$ cat config.mk
export PLATFORM = sky130hd
export DESIGN_NAME = cpu_dump_ctrl
export DESIGN_NICKNAME = d
export VERILOG_FILES = /design/src/rtl/cpu_dump_ctrl.sv
export SDC_FILE = /design/constraint.sdc
export NUM_CORES = 1
export LEC_CHECK = 0
export ABC_AREA = 1
export CAP_MARGIN = 20
export CELL_PAD_IN_SITES_DETAIL_PLACEMENT = 1
export CELL_PAD_IN_SITES_GLOBAL_PLACEMENT = 1
export CORE_UTILIZATION = 21
export DETAILED_ROUTE_END_ITERATION = 6
export PLACE_DENSITY_LB_ADDON = 0.1
export SYNTH_ARGS = -nofsm -noshare
export SYNTH_HDL_FRONTEND = slang
export SYNTH_SLANG_ARGS = --single-unit
$ cat constraint.sdc
create_clock -name clk_i -period 1.9 [get_ports clk_i]
set_clock_uncertainty 0.05 [all_clocks]
set_input_delay 0.38 -clock clk_i [delete_from_list [all_inputs] [get_ports clk_i]]
set_output_delay 0.38 -clock clk_i [all_outputs]
set_load 0.02 [all_outputs]
$ cat src/rtl/cpu_dump_ctrl.sv
// Run-and-dump controller: runs the CPU for a cycle budget or until halt, then streams RF/DM words.
// Dump valid rises the cycle after the last run cycle; stalls hold index, select and read addresses.
module cpu_dump_ctrl #(
  parameter int DATA_W = 32,
  parameter int REG_N  = 32,
  parameter int MEM_N  = 32,
  parameter int CYC_W  = 16,
  parameter int IDX_W  = $clog2((REG_N > MEM_N) ? REG_N : MEM_N)
) (
  input  logic                      clk_i,
  input  logic                      rst_i,
  input  logic                      start_i,
  input  logic [CYC_W-1:0]          trig_cycle_i,
  input  logic                      halt_i,
  input  logic [1:0]                dump_mask_i,
  output logic                      cpu_run_o,
  output logic [$clog2(REG_N)-1:0]  rf_raddr_o,
  input  logic [DATA_W-1:0]         rf_rdata_i,
  output logic [31:0]               dm_raddr_o,
  input  logic [DATA_W-1:0]         dm_rdata_i,
  output logic                      dump_valid_o,
  input  logic                      dump_ready_i,
  output logic                      dump_sel_o,
  output logic [IDX_W-1:0]          dump_idx_o,
  output logic [DATA_W-1:0]         dump_data_o,
  output logic [CYC_W-1:0]          cycle_cnt_o,
  output logic                      done_o
);

  localparam int RF_AW = $clog2(REG_N);

  typedef enum logic [2:0] {
    IDLE    = 3'd0,
    RUN     = 3'd1,
    DUMP_RF = 3'd2,
    DUMP_DM = 3'd3,
    DONE    = 3'd4
  } state_t;

  state_t           state_q;
  state_t           state_d;
  logic [IDX_W-1:0] idx_q;
  logic [1:0]       mask_q;
  logic [CYC_W-1:0] cnt_q;

  logic run_exit;
  logic accept;
  logic rf_last;
  logic dm_last;
  logic start_ok;

  // Compare in CYC_W+1 bits so a saturated counter can never re-match the trigger.
  assign run_exit = halt_i ||
                    ((trig_cycle_i != '0) &&
                     (({1'b0, cnt_q} + (CYC_W+1)'(1)) == {1'b0, trig_cycle_i}));
  assign accept   = dump_valid_o && dump_ready_i;
  assign rf_last  = (idx_q == IDX_W'(REG_N - 1));
  assign dm_last  = (idx_q == IDX_W'(MEM_N - 1));
  assign start_ok = start_i && ((state_q == IDLE) || (state_q == DONE));

  always_ff @(posedge clk_i or posedge rst_i) begin
    if (rst_i) begin
      state_q <= IDLE;
    end else begin
      state_q <= state_d;
    end
  end

  always_comb begin
    state_d = state_q;
    case (state_q)
      IDLE, DONE: begin
        if (start_i) state_d = RUN;
      end
      RUN: begin
        if (run_exit) begin
          if (mask_q[0])      state_d = DUMP_RF;
          else if (mask_q[1]) state_d = DUMP_DM;
          else                state_d = DONE;
        end
      end
      DUMP_RF: begin
        if (dump_ready_i && rf_last) state_d = mask_q[1] ? DUMP_DM : DONE;
      end
      DUMP_DM: begin
        if (dump_ready_i && dm_last) state_d = DONE;
      end
      default: state_d = IDLE;
    endcase
  end

  always_ff @(posedge clk_i or posedge rst_i) begin
    if (rst_i) begin
      idx_q  <= '0;
      mask_q <= '0;
      cnt_q  <= '0;
    end else begin
      if (start_ok) begin
        idx_q  <= '0;
        mask_q <= dump_mask_i;
        cnt_q  <= '0;
      end
      if ((state_q == RUN) && (cnt_q != '1)) begin
        cnt_q <= cnt_q + CYC_W'(1);
      end
      if (accept) begin
        if ((state_q == DUMP_RF && rf_last) || (state_q == DUMP_DM && dm_last)) begin
          idx_q <= '0;
        end else begin
          idx_q <= idx_q + IDX_W'(1);
        end
      end
    end
  end

  assign cpu_run_o    = (state_q == RUN);
  assign dump_valid_o = (state_q == DUMP_RF) || (state_q == DUMP_DM);
  assign dump_sel_o   = (state_q == DUMP_DM);
  assign done_o       = (state_q == DONE);
  assign dump_idx_o   = idx_q;
  assign cycle_cnt_o  = cnt_q;
  assign rf_raddr_o   = (state_q == DUMP_RF) ? RF_AW'(idx_q) : '0;
  assign dm_raddr_o   = (state_q == DUMP_DM) ? {{(30-IDX_W){1'b0}}, idx_q, 2'b00} : '0;
  // Data is gated so the port reads 0 outside a dump, including under reset.
  assign dump_data_o  = !dump_valid_o ? '0 : (dump_sel_o ? dm_rdata_i : rf_rdata_i);

endmodule

==> impl_metrics.csv, run 1 <==
group,metric,value,unit
outcome,status,"finished with violations",
outcome,violations,"negative setup slack",
synthesis,synthDistinctLibCells,29,
sta,period_needed,2090,ps
sta,finalHoldViolCount,0,
flow_run,drv_cap,0,
synthesis,ys_dominant_reg_cell,"dfrtp_1",
sta,hold_slack,433,ps
drt,num_vias,3495,
finish,synthToLayoutAreaGrowth,110,%
die,io_pins,181,
sta,fin_crit_sh,110,%
die,rows,40,
placed_design,pre_cts_slack,-336,ps
finish,diodes,0,
global_routing,grt_pass1_vias,3586,
sta,rsz0062_at_grt,"yes",
drt,final_antenna_net_count,0,
critical_path,crit_path_start_kind,"flip-flop",
synthesis,yosysMostFrequentCell,"nand2_1",
synthesis,syn_area_per_cell,6.71,sq um
min_path,hold_path.class,"in -> async",
synthesis,netlist_area,2590,sq um
power_and_ir_drop,powerDensity,1300,nW/um^2
sta,fin_ws,-190,ps
global_routing,grt_max_degree,27,
die,die_area,12800,sq um
critical_path,cp_max_fo,7,
synthesis,synth_edf_count,0,
synthesis,async_reset_ff_share,100,%
finish,fill_cells,1478,
die,die_x,113,um
drt,avgViaCountPerCell,4.52,
synthesis,synth_area_leaders,"dfrtp_1 (25%), nand2_1 (11%), a22o_1 (8.5%), nand3_1 (8.3%), buf_4 (7.8%)",
critical_path,critPathKind,"reg -> out",
clocking,cts-htree-levels,1,
power_and_ir_drop,peakVddDrop,0.558,mV
drt,drcViolationCount,0,
drt,post_drt_wl_per_cell,15.7,um
critical_path,critPathArrivalTime,1660,ps
global_routing,track_usage,17.9,%
clocking,ctsLongestPathBuffers,2,
die,fp.coreArea,12000,sq um
clocking,cts_tree,"done",
finish,stdcell_area,5450,sq um
power_and_ir_drop,totalPowerFinal,7.06,mW
synthesis,synth_warnings,0,
placed_design,place_area,4620,sq um
placed_design,dp_hpwl,9000,um
synthesis,ys_ff_latch,26,
die,floorplan.initialDensity,21.6,%
clocking,cts.clk_slew.worst_paths,70,ps
critical_path,r2r_cells,13,
synthesis,synth_top_area_cell,"dfrtp_1",
synthesis,synth_top_area_share,25.1,%
clocking,numCtsBuffers,3,
clocking,insertion_delay,270,ps
synthesis,synth_seq_area_share,25.1,%
critical_path,endpoint_kind,"output pin",
critical_path,cp.required,1470,ps
synthesis,netlist_top_cells_count,"nand2_1 (74), nor2_1 (53), inv_1 (48), nand3_1 (43), buf_4 (27)",
synthesis,synth_cells,386,
global_routing,overflow,0,
placed_design,port_buffers,153,
clocking,root_buffer,"clkbuf_16",
finish,nets,717,
sta,fmax,478,MHz
sta,setup_viol,33,
drt,drtPass1Iterations,4,
power_and_ir_drop,cellLeakagePower,2.59,nW
clocking,cts_sinks,26,
finish,drive_above_1_share,34.7,%
drt,drt-initial-drc-count,99,
sta,slew_viol_final,0,
die,die-height,113,um
critical_path,r2r-start,"cycle_cnt_o[0]",
critical_path,r2r_slack,-190,ps
global_routing,grt_pass1_wl,18000,um
placed_design,gp_congestion,0.787,
critical_path,r2r-end,"state_q[2]",
clocking,ctsHoldBuffers,0,
drt,drt-total-wl,12100,um
global_routing,antenna_found_initial,0,
-- cells by family (layout without fill, tap and decap cells) --
kind of cell	Yosys count	count (layout)	share of synthesized area (%)
DFF	26	26	25.1
xor gates and xnor gates	10	10	4.98
and+or+nand+nor	200	200	35.3
other	1	27	0.145
adders and majority gates	3	3	1.45
AOI/OAI and AO/OA	61	61	16.4
muxes	1	1	0.435
buffers and inverters	84	298	16.2
-- state kept, by name, indices dropped and copies added (netlist names) --
| register | cells |
|---|---|
| cycle_cnt_o | 16 |
| dump_idx_o | 5 |
| state_q | 3 |
| mask_q | 2 |
-- report_power, final --
part | internal [mW] | switching [mW]
registers | 0.768 | 0.230
logic | 2.66 | 2.77
clock network | 0.420 | 0.217
total | 3.85 | 3.21
-- through the flow --
stage | cells | utilization, % | TNS [ps]
after floorplan | 412 | - | -266
after global routing | 773 | 45.3 | -7610
final | 773 | 45.3 | -4660
after detailed placement | 734 | 38.5 | -14450
after CTS | 754 | 41.0 | -4890
after global placement | 734 | 38.5 | -11520
-- worst max-delay path, stage by stage (launching register included) --
cell	delay, ps
dfrtp_1	440
buf_6	150
nor3_4	200
buf_6	170
clkbuf_16	150
a22o_1	160
buf_6	120
-- layout by cell type (no fill, tap or decap), types with 3 or more instances in the layout --
| cell type | instances |
|---|---|
| nor2_1 | 35 |
| nand2_2 | 17 |
| inv_1 | 42 |
| dlymetal6s2s_1 | 6 |
| o22ai_1 | 12 |
| o21ai_0 | 17 |
| clkbuf_16 | 6 |
| buf_2 | 5 |
| buf_12 | 4 |
| nand3_1 | 35 |
| nor2_2 | 7 |
| clkdlybuf4s50_1 | 99 |
| nand3_2 | 7 |
| buf_6 | 48 |
| a22o_1 | 25 |
| nand4_1 | 10 |
| buf_4 | 75 |
| conb_1 | 27 |
| nand2_1 | 60 |
| xor2_1 | 4 |
| nor2_4 | 19 |
| xnor3_1 | 3 |
| dfrtp_1 | 22 |
| inv_2 | 5 |
| nand2_4 | 5 |
| dfrtp_2 | 4 |
-- what timing repair did --
item                                    CTS  global route
endpoints found under the setup margin   65            70
pin swaps                                20            40
gates resized for setup                 270            94
buffers inserted                         15            18
cloned                                    1             4
-- per-layer routing --
layer | GRT usage, % | up-vias | wire length [um]
li1 | - | 1720 | -
met4 | 3.86 | 0 | 184
met5 | 0 | - | 0
met2 | 32.9 | 82 | 6470
met3 | 1.82 | 14 | 344
met1 | 22.5 | 1679 | 5150
-- worst max-delay path by stage --
stage	endpoint	slack [ps]	startpoint	depth (start not counted)
3_3_place_gp	dump_data_o[4]	-250	state_q[0]	7
3_5_place_dp	dump_data_o[28]	-340	state_q[0]	7
6_report	dump_data_o[2]	-190	state_q[2]	6
5_1_grt	state_q[0]	-320	cycle_cnt_o[1]	13
2_1_floorplan	dump_data_o[10]	-10	state_q[0]	4
4_1_cts	state_q[2]	-200	cycle_cnt_o[1]	15
-- cell type report --
cell class	instances	area [sq um]	area share, %
clock buffers	3	75.1	1.38
clock inverters	1	30.0	0.551
inverters	49	196	3.61
multi-input cells	302	1890	34.7
flip-flops and latches	26	656	12.0
well taps	147	184	3.38
repair buffers	245	2410	44.3
No activity file was read; power rests on OpenSTA's default activity.
==> run 2: changes to the inputs <==
Settings changed: SKIP_CTS_REPAIR_TIMING set to 1.
==> run 2 against run 1 <==
Register-to-register slack about the same. Highest routed layer unchanged. The run still ends with negative setup slack left. Worst setup slack worse by 27 ps. Critical path depth unchanged. Final area down 9.6%. Largest power group unchanged.
==> impl_metrics.csv, run 2 (same netlist as run 1, synthesis figures left out) <==
group,metric,value,unit
global_routing,antenna_found_initial,0,
clocking,numCtsBuffers,3,
flow_run,drv_cap,0,
finish,diodes,0,
drt,final_antenna_net_count,0,
clocking,cts-htree-levels,1,
die,fp.coreArea,12000,sq um
power_and_ir_drop,totalPowerFinal,6.32,mW
critical_path,crit_path_start_kind,"flip-flop",
finish,instances_no_fill,754,
sta,setup_viol,41,
drt,wl_met2,6120,um
die,io_pins,181,
sta,fin_crit_sh,111,%
clocking,cts_sinks,26,
min_path,hold_path.class,"in -> async",
clocking,ctsLongestPathBuffers,2,
sta,setup_tns,-5440,ps
global_routing,track_usage,17.2,%
drt,num_vias,3369,
outcome,violations,"negative setup slack",
finish,utilization,41.0,%
critical_path,r2r_cells,16,
global_routing,grt_pass1_vias,3448,
global_routing,overflow,0,
sta,fmax,472,MHz
sta,finalHoldViolCount,0,
power_and_ir_drop,cellLeakagePower,2.42,nW
die,floorplan.initialDensity,21.6,%
global_routing,grt_pass1_wl,17200,um
drt,drtPass1Iterations,4,
die,rows,40,
clocking,insertion_delay,270,ps
clocking,root_buffer,"clkbuf_16",
sta,slew_viol_final,0,
finish,synthToLayoutAreaGrowth,90.1,%
placed_design,port_buffers,153,
power_and_ir_drop,powerDensity,1280,nW/um^2
drt,avgViaCountPerCell,4.47,
global_routing,grt_max_degree,27,
clocking,cts.clk_slew.worst_paths,70,ps
drt,top_layer,"met4",
drt,route.met3.wl,307,um
die,die_area,12800,sq um
placed_design,dp.cells,734,
power_and_ir_drop,peakVddDrop,0.575,mV
drt,drt-initial-drc-count,74,
placed_design,dp_hpwl,9000,um
critical_path,cp_max_fo,13,
placed_design,gp_congestion,0.787,
die,die-height,113,um
finish,stdcell_area,4920,sq um
sta,period_needed,2120,ps
drt,drt-total-wl,11700,um
critical_path,critPathArrivalTime,1690,ps
drt,drt-met1-wl,5150,um
critical_path,critPathKind,"reg -> out",
finish,final_cell_mix,"clkdlybuf4s50_1 (100), nand2_1 (65), buf_4 (65)",
finish,largest_reg_flops,16,
die,die_x,113,um
drt,post_drt_wl_per_cell,15.6,um
finish,drive_above_1_share,29.2,%
placed_design,place_area,4620,sq um
critical_path,endpoint_kind,"output pin",
sta,fin_ws,-218,ps
finish,final_common_cell,"clkdlybuf4s50_1",
outcome,status,"finished with violations",
sta,rsz0062_at_grt,"yes",
critical_path,cp.required,1470,ps
drt,drcViolationCount,0,
finish,nets,698,
clocking,cts_tree,"done",
run 2: final timing paths:
check / start / end / slack, ps
worst max-delay path: state_q[2] / dump_data_o[19] / -220
worst min-delay path: rst_i / dump_idx_o[1] / 430
worst max register to register: cycle_cnt_o[1] / state_q[2] / -200
worst min register to register: mask_q[0] / mask_q[0] / 490
max in group asynchronous: rst_i / state_q[0] / 1070
min in group clk_i: mask_q[0] / mask_q[0] / 490
run 2: worst max-delay path, stage by stage, from the launching register on:
cell       delay, ps
dfrtp_1          430
nor2_2           150
inv_1            100
nor2_4           210
clkbuf_16        200
a22o_1           150
clkbuf_2         170
run 2: per-layer routing:
metal,vias to the layer above,track usage [%]
li1,1674,-
met1,1609,21.5
met2,73,31.7
met3,13,1.77
met4,0,3.86
met5,-,0
run 2: layout make-up:
| class | instances | area [sq um] |
|---|---|---|
| multi-input combinational | 302 | 1770 |
| clock buffer | 3 | 75.1 |
| inverter | 49 | 191 |
| clock inverter | 1 | 30.0 |
| sequential | 26 | 657 |
| fill | 1521 | 7090 |
| timing repair buffer | 226 | 2010 |
| tap | 147 | 184 |
run 2: report_power, final:
group          total (mW)  leakage, nW  switching, mW  internal, mW
registers           0.997        0.339          0.227         0.770
clock network       0.639       0.0511          0.219         0.420
logic                4.68         2.03           2.56          2.12
run 2: stage by stage:
step	setup slack (ps)	hold slack, ps
finish	-218	431
global route	-349	504
CTS	-649	456
detailed placement	-336	479
global placement	-249	476
floorplan	-13.3	370
==> run 3: changes to the inputs <==
Settings changed: CORE_ASPECT_RATIO set to 1.1, SLEW_MARGIN set to 10.
==> run 3 against run 2 <==
The flow still finishes with violations (negative setup slack). Core utilization increased by 3.7 points. Non-clock buffer count increased by 17. Final area increased by 9.2%. Count of clock-buffer cells in the layout unchanged. Worst hold slack got worse by 2.4 ps. Register-to-register slack about the same. Worst setup slack improved by 24 ps. Combinational power increased by 17%. Global-route usage increased by 0.18 points.
==> impl_metrics.csv, run 3 (same netlist as run 1, synthesis figures left out) <==
group,metric,value,unit
critical_path,cp.required,2010,ps
finish,drive_above_1_share,34.8,%
clocking,ctsLongestPathBuffers,2,
die,io_pins,181,
placed_design,dp.cells,745,
finish,largest_reg_flops,16,
drt,drt-total-wl,12300,um
die,die_x,108,um
power_and_ir_drop,combPwrFrac,76.8,%
sta,setup_viol,38,
finish,synthToLayoutAreaGrowth,108,%
placed_design,port_buffers,153,
sta,fin_crit_sh,110,%
power_and_ir_drop,cellLeakagePower,2.51,nW
finish,final_cell_mix,"clkdlybuf4s50_1 (104), buf_4 (95), nand2_1 (62)",
global_routing,antenna_found_initial,0,
outcome,violations,"negative setup slack",
clocking,cts_tree,"done",
outcome,status,"finished with violations",
sta,slew_viol_final,0,
power_and_ir_drop,totalPowerFinal,7.12,mW
critical_path,r2r-end,"state_q[2]",
clocking,cts.clk_slew.worst_paths,80,ps
clocking,cts-htree-levels,1,
finish,final_common_cell,"clkdlybuf4s50_1",
power_and_ir_drop,p_clk_share,9.2,%
sta,fin_ws,-193,ps
power_and_ir_drop,peakVddDrop,0.473,mV
flow_run,drv_cap,0,
global_routing,grt_pass1_vias,3436,
critical_path,critPathCapture,"state_q[2]",
sta,fmax,478,MHz
drt,drcViolationCount,0,
die,die-height,118,um
critical_path,r2r_cells,16,
power_and_ir_drop,seqPwrFrac,14.0,%
die,rows,42,
finish,instances_no_fill,778,
placed_design,dp_hpwl,9370,um
global_routing,track_usage,17.4,%
drt,final_antenna_net_count,0,
placed_design,gp_congestion,0.793,
min_path,hold_path.class,"in -> async",
drt,drtPass1Iterations,4,
critical_path,endpoint_kind,"flip-flop",
critical_path,r2r_slack,-190,ps
power_and_ir_drop,internal-power,3.91,mW
finish,fill_cells,1483,
drt,post_drt_wl_per_cell,15.8,um
global_routing,grt_pass1_wl,17400,um
die,floorplan.initialDensity,21.5,%
die,die_area,12800,sq um
drt,avgViaCountPerCell,4.49,
sta,hold_slack,429,ps
power_and_ir_drop,powerDensity,1320,nW/um^2
critical_path,cp-startpoint,"cycle_cnt_o[1]",
global_routing,grt_max_degree,28,
clocking,cts_sinks,26,
drt,drt-initial-drc-count,63,
power_and_ir_drop,p_switching,3.21,mW
clocking,insertion_delay,270,ps
critical_path,r2r-start,"cycle_cnt_o[1]",
finish,diodes,0,
finish,nets,715,
sta,rsz0062_at_grt,"yes",
clocking,root_buffer,"clkbuf_16",
power_and_ir_drop,switching_share,45.1,%
critical_path,critPathArrivalTime,2200,ps
die,fp.coreArea,12000,sq um
clocking,numCtsBuffers,3,
critical_path,critPathKind,"reg -> reg",
global_routing,overflow,0,
critical_path,crit_path_start_kind,"flip-flop",
sta,period_needed,2090,ps
critical_path,cp_max_fo,7,
drt,num_vias,3493,
sta,finalHoldViolCount,0,
run 3: worst max-delay path, stage by stage (launching register included):
cell	delay [ps]
dfrtp_2	440
ha_4	190
nand2_4	80
nor2_4	50
buf_12	130
nand3_1	110
nand2_1	90
nand3_1	80
nand2_1	70
nor2_2	90
nand2_1	70
nor2_2	130
nand2_1	80
nand2_2	90
nand2_2	70
nand2_1	90
nand2_1	60
run 3: power groups by stage:
stage                     Combinational (mW)  Sequential (mW)  Clock [mW]
after floorplan                         2.02             1.17           0
after global routing                    5.87             1.03       0.686
after CTS                               4.49            0.959       0.676
after global placement                  4.43            0.965           0
final                                   5.47            0.995       0.655
after detailed placement                4.45            0.970           0
run 3: worst min-delay path by stage:
stage | start | endpoint | slack [ps]
global route | rst_i | cycle_cnt_o[15] | 490
floorplan | rst_i | cycle_cnt_o[10] | 370
finish | rst_i | cycle_cnt_o[15] | 430
detailed placement | mask_q[0] | mask_q[0] | 480
CTS | rst_i | state_q[0] | 460
global placement | mask_q[0] | mask_q[0] | 480
run 3: per-stage QoR:
step | setup TNS [ps] | area [sq um] | worst slack, ps | utilization [%]
floorplan | -266 | 2690 | -13.3 | -
global placement | -11310 | 4660 | -300 | 38.8
detailed placement | -15210 | 4660 | -360 | 38.8
CTS | -29990 | 4770 | -677 | 39.6
global route | -9140 | 5380 | -335 | 44.7
finish | -4650 | 5380 | -193 | 44.7
run 3: area by class of cell:
class | count | area [sq um] | share of cell area [%]
inverter | 49 | 191 | 3.56
clock buffer | 3 | 75.1 | 1.40
multi-input combinational | 302 | 1850 | 34.4
sequential | 26 | 658 | 12.2
timing repair buffer | 243 | 2380 | 44.3
tap | 154 | 193 | 3.58
clock inverter | 1 | 30.0 | 0.558
run 3: metal layers:
| layer | routed length [um] | track usage [%] |
|---|---|---|
| met1 | 5020 | 20.6 |
| met4 | 37 | 2.31 |
| met2 | 6770 | 32.9 |
| met5 | 0 | 0 |
| met3 | 442 | 2.76 |
